<file path="src/rtl/decode_stage_pkg.sv">
// rtl/decode_stage_pkg.sv - opcode, ALU code and operand-select constants plus the decoded-field record
package decode_stage_pkg;

  localparam logic ENABLE  = 1'b1;
  localparam logic DISABLE = 1'b0;

  localparam logic [6:0] OP_LUI    = 7'b0110111;
  localparam logic [6:0] OP_AUIPC  = 7'b0010111;
  localparam logic [6:0] OP_JAL    = 7'b1101111;
  localparam logic [6:0] OP_JALR   = 7'b1100111;
  localparam logic [6:0] OP_BRANCH = 7'b1100011;
  localparam logic [6:0] OP_LOAD   = 7'b0000011;
  localparam logic [6:0] OP_STORE  = 7'b0100011;
  localparam logic [6:0] OP_OPIMM  = 7'b0010011;
  localparam logic [6:0] OP_OP     = 7'b0110011;

  localparam logic [5:0] ALU_LUI  = 6'd0;
  localparam logic [5:0] ALU_JAL  = 6'd1;
  localparam logic [5:0] ALU_JALR = 6'd2;
  localparam logic [5:0] ALU_BEQ  = 6'd3;
  localparam logic [5:0] ALU_BNE  = 6'd4;
  localparam logic [5:0] ALU_BLT  = 6'd5;
  localparam logic [5:0] ALU_BGE  = 6'd6;
  localparam logic [5:0] ALU_BLTU = 6'd7;
  localparam logic [5:0] ALU_BGEU = 6'd8;
  localparam logic [5:0] ALU_LB   = 6'd9;
  localparam logic [5:0] ALU_LH   = 6'd10;
  localparam logic [5:0] ALU_LW   = 6'd11;
  localparam logic [5:0] ALU_LBU  = 6'd12;
  localparam logic [5:0] ALU_LHU  = 6'd13;
  localparam logic [5:0] ALU_SB   = 6'd14;
  localparam logic [5:0] ALU_SH   = 6'd15;
  localparam logic [5:0] ALU_SW   = 6'd16;
  localparam logic [5:0] ALU_ADD  = 6'd17;
  localparam logic [5:0] ALU_SUB  = 6'd18;
  localparam logic [5:0] ALU_XOR  = 6'd19;
  localparam logic [5:0] ALU_OR   = 6'd20;
  localparam logic [5:0] ALU_AND  = 6'd21;
  localparam logic [5:0] ALU_SLT  = 6'd22;
  localparam logic [5:0] ALU_SLTU = 6'd23;
  localparam logic [5:0] ALU_SLL  = 6'd24;
  localparam logic [5:0] ALU_SRL  = 6'd25;
  localparam logic [5:0] ALU_SRA  = 6'd26;
  localparam logic [5:0] ALU_NOP  = 6'd63;

  typedef enum logic [1:0] {
    SEL_REG  = 2'd0,
    SEL_IMM  = 2'd1,
    SEL_PC   = 2'd2,
    SEL_ZERO = 2'd3
  } op_sel_t;

  typedef struct packed {
    logic [5:0]  alucode;
    op_sel_t     op1_sel;
    op_sel_t     op2_sel;
    logic [4:0]  rs1;
    logic [4:0]  rs2;
    logic [4:0]  rd;
    logic [31:0] imm;
    logic        reg_we;
    logic        is_load;
    logic        is_store;
    logic        illegal;
  } dec_fields_t;

  localparam dec_fields_t DEC_RESET = '{
    alucode: ALU_NOP, op1_sel: SEL_REG, op2_sel: SEL_REG,
    rs1: 5'd0, rs2: 5'd0, rd: 5'd0, imm: 32'd0,
    reg_we: 1'b0, is_load: 1'b0, is_store: 1'b0, illegal: 1'b0
  };

endpackage

</file>
<file path="src/rtl/decode_stage_if.sv">
// rtl/decode_stage_if.sv - fetch-side and execute-side handshake plus decoded fields of the decode stage
interface decode_stage_if;

  logic        in_valid;
  logic        in_ready;
  logic [31:0] in_pc;
  logic [31:0] in_insn;
  logic        flush;
  logic        out_valid;
  logic        out_ready;
  logic [31:0] out_pc;
  logic [5:0]  alucode;
  logic [1:0]  op1_sel;
  logic [1:0]  op2_sel;
  logic [4:0]  rs1;
  logic [4:0]  rs2;
  logic [4:0]  rd;
  logic [31:0] imm;
  logic        reg_we;
  logic        is_load;
  logic        is_store;
  logic [31:0] decode_cnt;
  logic        illegal;

  modport slave (
    input  in_valid, in_pc, in_insn, flush, out_ready,
    output in_ready, out_valid, out_pc, alucode, op1_sel, op2_sel,
           rs1, rs2, rd, imm, reg_we, is_load, is_store, decode_cnt, illegal
  );

  modport master (
    output in_valid, in_pc, in_insn, flush, out_ready,
    input  in_ready, out_valid, out_pc, alucode, op1_sel, op2_sel,
           rs1, rs2, rd, imm, reg_we, is_load, is_store, decode_cnt, illegal
  );

endinterface

</file>
<file path="src/rtl/decode_stage_decoder_comb.sv">
// rtl/decode_stage_decoder_comb.sv - combinational RV32I field decode; DECODE_ILLEGAL_TRAP_EN enables the illegal flag
module decoder_comb
  import decode_stage_pkg::*;
(
  input  logic [31:0] insn,
  output dec_fields_t dec
);

  logic [6:0]  opcode;
  logic [2:0]  funct3;
  logic [6:0]  funct7;
  logic [31:0] imm_i, imm_s, imm_b, imm_u, imm_j;
  logic        known;

  assign opcode = insn[6:0];
  assign funct3 = insn[14:12];
  assign funct7 = insn[31:25];
  assign imm_i  = {{20{insn[31]}}, insn[31:20]};
  assign imm_s  = {{20{insn[31]}}, insn[31:25], insn[11:7]};
  assign imm_b  = {{19{insn[31]}}, insn[31], insn[7], insn[30:25], insn[11:8], 1'b0};
  assign imm_u  = {insn[31:12], 12'd0};
  assign imm_j  = {{11{insn[31]}}, insn[31], insn[19:12], insn[20], insn[30:21], 1'b0};

  always_comb begin
    dec     = DEC_RESET;
    dec.rs1 = insn[19:15];
    dec.rs2 = insn[24:20];
    dec.rd  = insn[11:7];
    known   = 1'b1;
    case (opcode)
      OP_OPIMM, OP_OP: begin
        dec.reg_we = ENABLE;
        if (opcode == OP_OPIMM) begin
          dec.op2_sel = SEL_IMM;
          dec.imm     = imm_i;
        end
        case (funct3)
          3'b000: dec.alucode = (opcode == OP_OP && funct7[5]) ? ALU_SUB : ALU_ADD;
          3'b001: dec.alucode = ALU_SLL;
          3'b010: dec.alucode = ALU_SLT;
          3'b011: dec.alucode = ALU_SLTU;
          3'b100: dec.alucode = ALU_XOR;
          3'b101: dec.alucode = funct7[5] ? ALU_SRA : ALU_SRL;
          3'b110: dec.alucode = ALU_OR;
          default: dec.alucode = ALU_AND;
        endcase
        // funct7 is an immediate for non-shift OP-IMM; otherwise only 0x00/0x20 exist
        if (opcode == OP_OP || funct3 == 3'b001 || funct3 == 3'b101) begin
          if ((funct7 & 7'b1011111) != 7'd0) known = 1'b0;
          if (funct7[5] && !(funct3 == 3'b101 || (opcode == OP_OP && funct3 == 3'b000)))
            known = 1'b0;
        end
      end
      OP_LUI: begin
        dec.alucode = ALU_LUI;
        dec.op2_sel = SEL_IMM;
        dec.imm     = imm_u;
        dec.reg_we  = ENABLE;
      end
      OP_AUIPC: begin
        dec.alucode = ALU_ADD;
        dec.op1_sel = SEL_PC;
        dec.op2_sel = SEL_IMM;
        dec.imm     = imm_u;
        dec.reg_we  = ENABLE;
      end
      OP_JAL: begin
        dec.alucode = ALU_JAL;
        dec.op2_sel = SEL_PC;
        dec.imm     = imm_j;
        dec.reg_we  = ENABLE;
      end
      OP_JALR: begin
        dec.alucode = ALU_JALR;
        dec.op2_sel = SEL_PC;
        dec.imm     = imm_i;
        dec.reg_we  = ENABLE;
        known       = (funct3 == 3'b000);
      end
      OP_BRANCH: begin
        dec.imm = imm_b;
        case (funct3)
          3'b000: dec.alucode = ALU_BEQ;
          3'b001: dec.alucode = ALU_BNE;
          3'b100: dec.alucode = ALU_BLT;
          3'b101: dec.alucode = ALU_BGE;
          3'b110: dec.alucode = ALU_BLTU;
          3'b111: dec.alucode = ALU_BGEU;
          default: known = 1'b0;
        endcase
      end
      OP_LOAD: begin
        dec.op2_sel = SEL_IMM;
        dec.imm     = imm_i;
        dec.reg_we  = ENABLE;
        dec.is_load = ENABLE;
        case (funct3)
          3'b000: dec.alucode = ALU_LB;
          3'b001: dec.alucode = ALU_LH;
          3'b010: dec.alucode = ALU_LW;
          3'b100: dec.alucode = ALU_LBU;
          3'b101: dec.alucode = ALU_LHU;
          default: known = 1'b0;
        endcase
      end
      OP_STORE: begin
        dec.op2_sel  = SEL_IMM;
        dec.imm      = imm_s;
        dec.is_store = ENABLE;
        case (funct3)
          3'b000: dec.alucode = ALU_SB;
          3'b001: dec.alucode = ALU_SH;
          3'b010: dec.alucode = ALU_SW;
          default: known = 1'b0;
        endcase
      end
      default: known = 1'b0;
    endcase
    if (!known) begin
      dec.alucode  = ALU_NOP;
      dec.reg_we   = DISABLE;
      dec.is_load  = DISABLE;
      dec.is_store = DISABLE;
    end
    if (dec.rd == 5'd0) dec.reg_we = DISABLE;
`ifdef DECODE_ILLEGAL_TRAP_EN
    dec.illegal = !known;
`else
    dec.illegal = 1'b0;
`endif
  end

endmodule

</file>
<file path="src/rtl/decode_stage.sv">
// rtl/decode_stage.sv - one-entry decode pipeline register with valid/ready, flush and accept counter
module decode_stage
  import decode_stage_pkg::*;
#(
  parameter logic [31:0] RESET_PC = 32'h0000_0000
) (
  input  logic           clk,
  input  logic           rst_n,
  decode_stage_if.slave  bus
);

  dec_fields_t dec;
  dec_fields_t fields_d, fields_q;
  logic        out_valid_d, out_valid_q;
  logic [31:0] pc_d, pc_q;
  logic [31:0] cnt_d, cnt_q;
  logic        in_ready;
  logic        accept;

  decoder_comb u_decoder (
    .insn (bus.in_insn),
    .dec  (dec)
  );

  assign in_ready = !bus.flush && (!out_valid_q || bus.out_ready);
  assign accept   = bus.in_valid && in_ready;

  always_comb begin
    fields_d    = fields_q;
    pc_d        = pc_q;
    cnt_d       = cnt_q;
    out_valid_d = out_valid_q;
    // in_ready is already low during flush, so accept cannot fire alongside it
    if (bus.flush) begin
      out_valid_d = 1'b0;
    end else if (accept) begin
      fields_d    = dec;
      pc_d        = bus.in_pc;
      cnt_d       = cnt_q + 32'd1;
      out_valid_d = 1'b1;
    end else if (bus.out_ready) begin
      out_valid_d = 1'b0;
    end
  end

  always_ff @(posedge clk or negedge rst_n) begin
    if (!rst_n) begin
      fields_q    <= DEC_RESET;
      pc_q        <= RESET_PC;
      cnt_q       <= 32'd0;
      out_valid_q <= 1'b0;
    end else begin
      fields_q    <= fields_d;
      pc_q        <= pc_d;
      cnt_q       <= cnt_d;
      out_valid_q <= out_valid_d;
    end
  end

  assign bus.in_ready   = in_ready;
  assign bus.out_valid  = out_valid_q;
  assign bus.out_pc     = pc_q;
  assign bus.alucode    = fields_q.alucode;
  assign bus.op1_sel    = fields_q.op1_sel;
  assign bus.op2_sel    = fields_q.op2_sel;
  assign bus.rs1        = fields_q.rs1;
  assign bus.rs2        = fields_q.rs2;
  assign bus.rd         = fields_q.rd;
  assign bus.imm        = fields_q.imm;
  assign bus.reg_we     = fields_q.reg_we;
  assign bus.is_load    = fields_q.is_load;
  assign bus.is_store   = fields_q.is_store;
  assign bus.decode_cnt = cnt_q;
  assign bus.illegal    = fields_q.illegal;

endmodule

</file>
<file path="src/flat_wrapper.sv">
// flat-port wrapper written by rule: the top's interface ports become plain ports
module decode_stage_flat import decode_stage_pkg::*;
#(
  parameter logic [31:0] RESET_PC = 32'h0000_0000
)
  (clk, rst_n, bus_in_valid, bus_in_pc, bus_in_insn, bus_flush, bus_out_ready, bus_in_ready, bus_out_valid, bus_out_pc, bus_alucode, bus_op1_sel, bus_op2_sel, bus_rs1, bus_rs2, bus_rd, bus_imm, bus_reg_we, bus_is_load, bus_is_store, bus_decode_cnt, bus_illegal);
  decode_stage_if bus_i ();
  input  logic clk;
  input  logic rst_n;
  input wire logic [$bits(bus_i.in_valid)-1:0] bus_in_valid;
  input wire logic [$bits(bus_i.in_pc)-1:0] bus_in_pc;
  input wire logic [$bits(bus_i.in_insn)-1:0] bus_in_insn;
  input wire logic [$bits(bus_i.flush)-1:0] bus_flush;
  input wire logic [$bits(bus_i.out_ready)-1:0] bus_out_ready;
  output wire logic [$bits(bus_i.in_ready)-1:0] bus_in_ready;
  output wire logic [$bits(bus_i.out_valid)-1:0] bus_out_valid;
  output wire logic [$bits(bus_i.out_pc)-1:0] bus_out_pc;
  output wire logic [$bits(bus_i.alucode)-1:0] bus_alucode;
  output wire logic [$bits(bus_i.op1_sel)-1:0] bus_op1_sel;
  output wire logic [$bits(bus_i.op2_sel)-1:0] bus_op2_sel;
  output wire logic [$bits(bus_i.rs1)-1:0] bus_rs1;
  output wire logic [$bits(bus_i.rs2)-1:0] bus_rs2;
  output wire logic [$bits(bus_i.rd)-1:0] bus_rd;
  output wire logic [$bits(bus_i.imm)-1:0] bus_imm;
  output wire logic [$bits(bus_i.reg_we)-1:0] bus_reg_we;
  output wire logic [$bits(bus_i.is_load)-1:0] bus_is_load;
  output wire logic [$bits(bus_i.is_store)-1:0] bus_is_store;
  output wire logic [$bits(bus_i.decode_cnt)-1:0] bus_decode_cnt;
  output wire logic [$bits(bus_i.illegal)-1:0] bus_illegal;
  assign bus_i.in_valid = bus_in_valid;
  assign bus_i.in_pc = bus_in_pc;
  assign bus_i.in_insn = bus_in_insn;
  assign bus_i.flush = bus_flush;
  assign bus_i.out_ready = bus_out_ready;
  assign bus_in_ready = bus_i.in_ready;
  assign bus_out_valid = bus_i.out_valid;
  assign bus_out_pc = bus_i.out_pc;
  assign bus_alucode = bus_i.alucode;
  assign bus_op1_sel = bus_i.op1_sel;
  assign bus_op2_sel = bus_i.op2_sel;
  assign bus_rs1 = bus_i.rs1;
  assign bus_rs2 = bus_i.rs2;
  assign bus_rd = bus_i.rd;
  assign bus_imm = bus_i.imm;
  assign bus_reg_we = bus_i.reg_we;
  assign bus_is_load = bus_i.is_load;
  assign bus_is_store = bus_i.is_store;
  assign bus_decode_cnt = bus_i.decode_cnt;
  assign bus_illegal = bus_i.illegal;
  decode_stage #(.RESET_PC(RESET_PC)) u_core (.clk(clk), .rst_n(rst_n), .bus(bus_i));
endmodule
</file>
<file path="config.mk">
export PLATFORM = sky130hd
export DESIGN_NAME = decode_stage_flat
export DESIGN_NICKNAME = d
export VERILOG_FILES = /design/src/rtl/decode_stage_pkg.sv /design/src/rtl/decode_stage_if.sv /design/src/rtl/decode_stage_decoder_comb.sv /design/src/rtl/decode_stage.sv /design/src/flat_wrapper.sv
export SDC_FILE = /design/constraint.sdc
export NUM_CORES = 1
export LEC_CHECK = 0
export CORE_MARGIN = 10
export CORE_UTILIZATION = 47
export DETAILED_ROUTE_END_ITERATION = 16
export GPL_TIMING_DRIVEN = 0
export PLACE_DENSITY_LB_ADDON = 0.05
export SYNTH_ARGS = -nofsm -noshare
export SYNTH_HDL_FRONTEND = slang
export SYNTH_HIERARCHICAL = 1
export SYNTH_SLANG_ARGS = --single-unit
</file>
<file path="constraint.sdc">
create_clock -name clk -period 2.5 [get_ports clk]
set_clock_uncertainty 0.15 [all_clocks]
set_input_delay 0.625 -clock clk [delete_from_list [all_inputs] [get_ports clk]]
set_output_delay 0.625 -clock clk [all_outputs]
set_load 0.005 [all_outputs]
</file>
==> flow_metrics.tcl <==
set metrics [dict create \
    outcome "finished clean" \
    timing.fmax_ghz 0.406 \
    crit_path_max_fanout 5 \
    path_class "input pin to flop" \
    cts.sinks 126 \
    ios 196 \
    drc 0 \
    slew_viol_final 0 \
    syn2layout_area_growth_pct 47.9 \
    wire_per_inst_um 19.4 \
    synth_edf_count 0 \
    clock_path_buffers 2 \
    dr.first_iter.drc_count 335 \
    dp_hpwl_um 13100 \
    yosys-top-cells-count "dfrtp_1, mux2_2, nand2_1, buf_4" \
    cp-start-kind "input pin" \
    synth.cell_area_um2 6010 \
    synth_most_common_cell "dfrtp_1" \
    syn_area_per_cell_um2 12.3 \
    ys_top_cells_by_area "dfrtp_1, mux2_2, xnor2_1" \
    period_share 0.985 \
    crit_path_end_kind "flop" \
    use_met3 0.0876 \
    ant_nets 0 \
    tightest_slew_ps 568 \
    grt-ovfl-total 0 \
    power_leakage_uw 0.00402 \
    cpMaxStageDelayCell "clkdlybuf4s50_1" \
    cts_htree_levels 4 \
    globalRouteTotalUtil 0.196 \
    die-area_um2 17700 \
    cts_tree "built" \
    antenna_found_initial 1 \
    top_usage_layer "met2" \
    fin_cells 897 \
    grt_util_met1 0.232 \
    num-nets-final 783 \
    path_delay_family "simple AND/OR/NAND/NOR gates" \
    post-route-min-period_ps 2460 \
    synth.largest_area_cell "dfrtp_1" \
    synth_ff_type "dfrtp_1" \
    numCtsBuffers 17 \
    fillCellCount 920 \
    worst_hold_slack_ps 335 \
    drt_pass1_iterations 5 \
    routed_via_density 5.26 \
    grt_max_degree 92 \
    portBuffers 195 \
    worstSkewPairLatency_ps 410 \
    worst_slack_ps 37.5 \
    drive_gt1_frac 0.273 \
    cts_root_buf "clkbuf_16" \
    synth-xor-area-share 0.0466 \
    ys_types 61 \
    hold_viol_final 0 \
    worstPathRequired_ps 2680 \
    setup_viol 0 \
    p_per_area_nw_per_um2 656 \
    relSlewSlack 0.612 \
    ys_ff_latch 126 \
    synthArstFlopShare 1.00 \
    path_cells "clkdlybuf4s50_1 > xor2_1 > o21ai_0 > nand4_1 > nand4_4 > or4b_4 > mux2_1" \
    hold_path.class "flop to flop" \
    post-route-util 0.707 \
    cpPeakStageDelay_ps 530 \
    synth_fa_ha_area_frac 0.00208 \
    synth_mux_area_frac 0.178 \
    synth.top_cell.area_share 0.499 \
    met2_usage 0.304 \
    ir_drop_mv 0.485 \
    ys.warnings.count 6 \
    yosys.area_share.simple 0.125 \
    via_count 4717 \
    tns_ps 0 \
    initial_core_util 0.478 \
    globalplace.congestion 0.913 \
    cp_num_buf_inv 1 \
    fp.dieW_um 133 \
    die_h_um 133 \
    coreArea_um2 12600 \
    synth_top_family_by_area "multiplexers" \
    pre_cts_ws_ps -917 \
    ys_seq_area_frac 0.526 \
    rsz0062_at_grt "false" \
    clkTransAtPathRegs_ps 50 \
    grt_pass1_vias 5004 \
    synth_compound_gate_area_share 0.0732 \
    syn_inst 488 \
    routed_wl_um 17400 \
    grt_pass1_wl_um 27600 \
    drv_cap 0 \
    cp_data_arrival_time_ps 2640 \
    dp_cells 857 \
    row_count 41 \
]
## layout by cell type, fill, tap and decap left out, types with 6 or more instances in the layout
master,synthesis,final
clkdlybuf4s50_1,0,186
dfrtp_1,120,120
mux2_2,92,92
buf_4,21,28
nand2_1,22,22
xnor2_1,20,20
a21o_1,20,20
clkbuf_16,0,17
nor2_1,17,15
buf_2,15,13
nor3_1,13,13
xor2_1,12,12
o21ai_0,12,12
nand4_1,11,11
and2_1,10,10
nand3_1,9,9
a21oi_1,7,7
clkbuf_1,2,6
inv_1,6,6
dfstp_2,6,6
## metrics by stage
stage / power, µW / area, µm²
after detailed placement: 3500 / 8210
after global placement: 3470 / 8180
final: 5830 / 8890
after floorplan: 2770 / 6020
after CTS: 5900 / 8870
after global routing: 6100 / 8890
## final timing paths
path | startpoint | slack, ps | cells after the start | endpoint
min | u_core/bus.decode_cnt[31] | 330 | 1 | u_core/bus.decode_cnt[31]
max | bus_in_insn[12] | 40 | 7 | u_core/bus.alucode[4]
min reg2reg | u_core/bus.decode_cnt[31] | 330 | 1 | u_core/bus.decode_cnt[31]
max in group asynchronous | rst_n | 920 | 3 | u_core/bus.out_pc[2]
max reg2reg | u_core/bus.out_valid | 470 | 6 | u_core/bus.imm[23]
min in group asynchronous | rst_n | 520 | 2 | u_core/bus.out_pc[28]
## layout make-up
cell class                      instances  area (µm²)  share of cell area
Antenna cell                            1        2.50            0.000281
Buffer                                 41         285              0.0321
Clock buffer                           24         482              0.0542
Clock inverter                          6        85.1             0.00957
Inverter                                6        22.5             0.00253
Multi-Input combinational cell        316        2600               0.293
Sequential cell                       126        3160               0.355
Tap cell                              172         215              0.0242
Timing Repair Buffer                  205        2030               0.229
## report_power, final
group / switching [µW] / internal, µW / total, µW
Clock: 842 / 1530 / 2370
Combinational: 389 / 676 / 1060
Sequential: 145 / 2250 / 2400
## registers in the layout (all words and copies together), names as in the netlist
register               count
u_core/bus.rd              5
u_core/bus.op2_sel         2
u_core/bus.decode_cnt     32
u_core/bus.out_valid       1
u_core/bus.reg_we          1
u_core/bus.op1_sel         2
u_core/bus.alucode         6
u_core/bus.illegal         1
u_core/bus.imm            32
u_core/bus.is_load         1
u_core/bus.rs1             5
u_core/bus.out_pc         32
u_core/bus.is_store        1
u_core/bus.rs2             5
## logic make-up after synthesis
logic type / count (synthesis)
DFF: 126
and+or+nand+nor: 124
muxes: 95
AOI/OAI and AO/OA: 62
buffers and inverters: 47
xor gates and xnor gates: 32
adders and majority gates: 1
other: 1
## metal layers
layer	share of wire	vias up
li1	-	2179
met1	0.42	2321
met5	0	-
met3	0.097	22
met4	0.022	0
met2	0.46	195
## what timing repair did
action | CTS | global route
hold endpoints to repair | 29 | 0
resized for setup | 18 | 10
setup buffers | 6 | 2
hold buffers | 1 | 0
setup endpoints to repair | 30 | 32
pin swaps | 3 | 2
(Power assumes the default switching activity.)
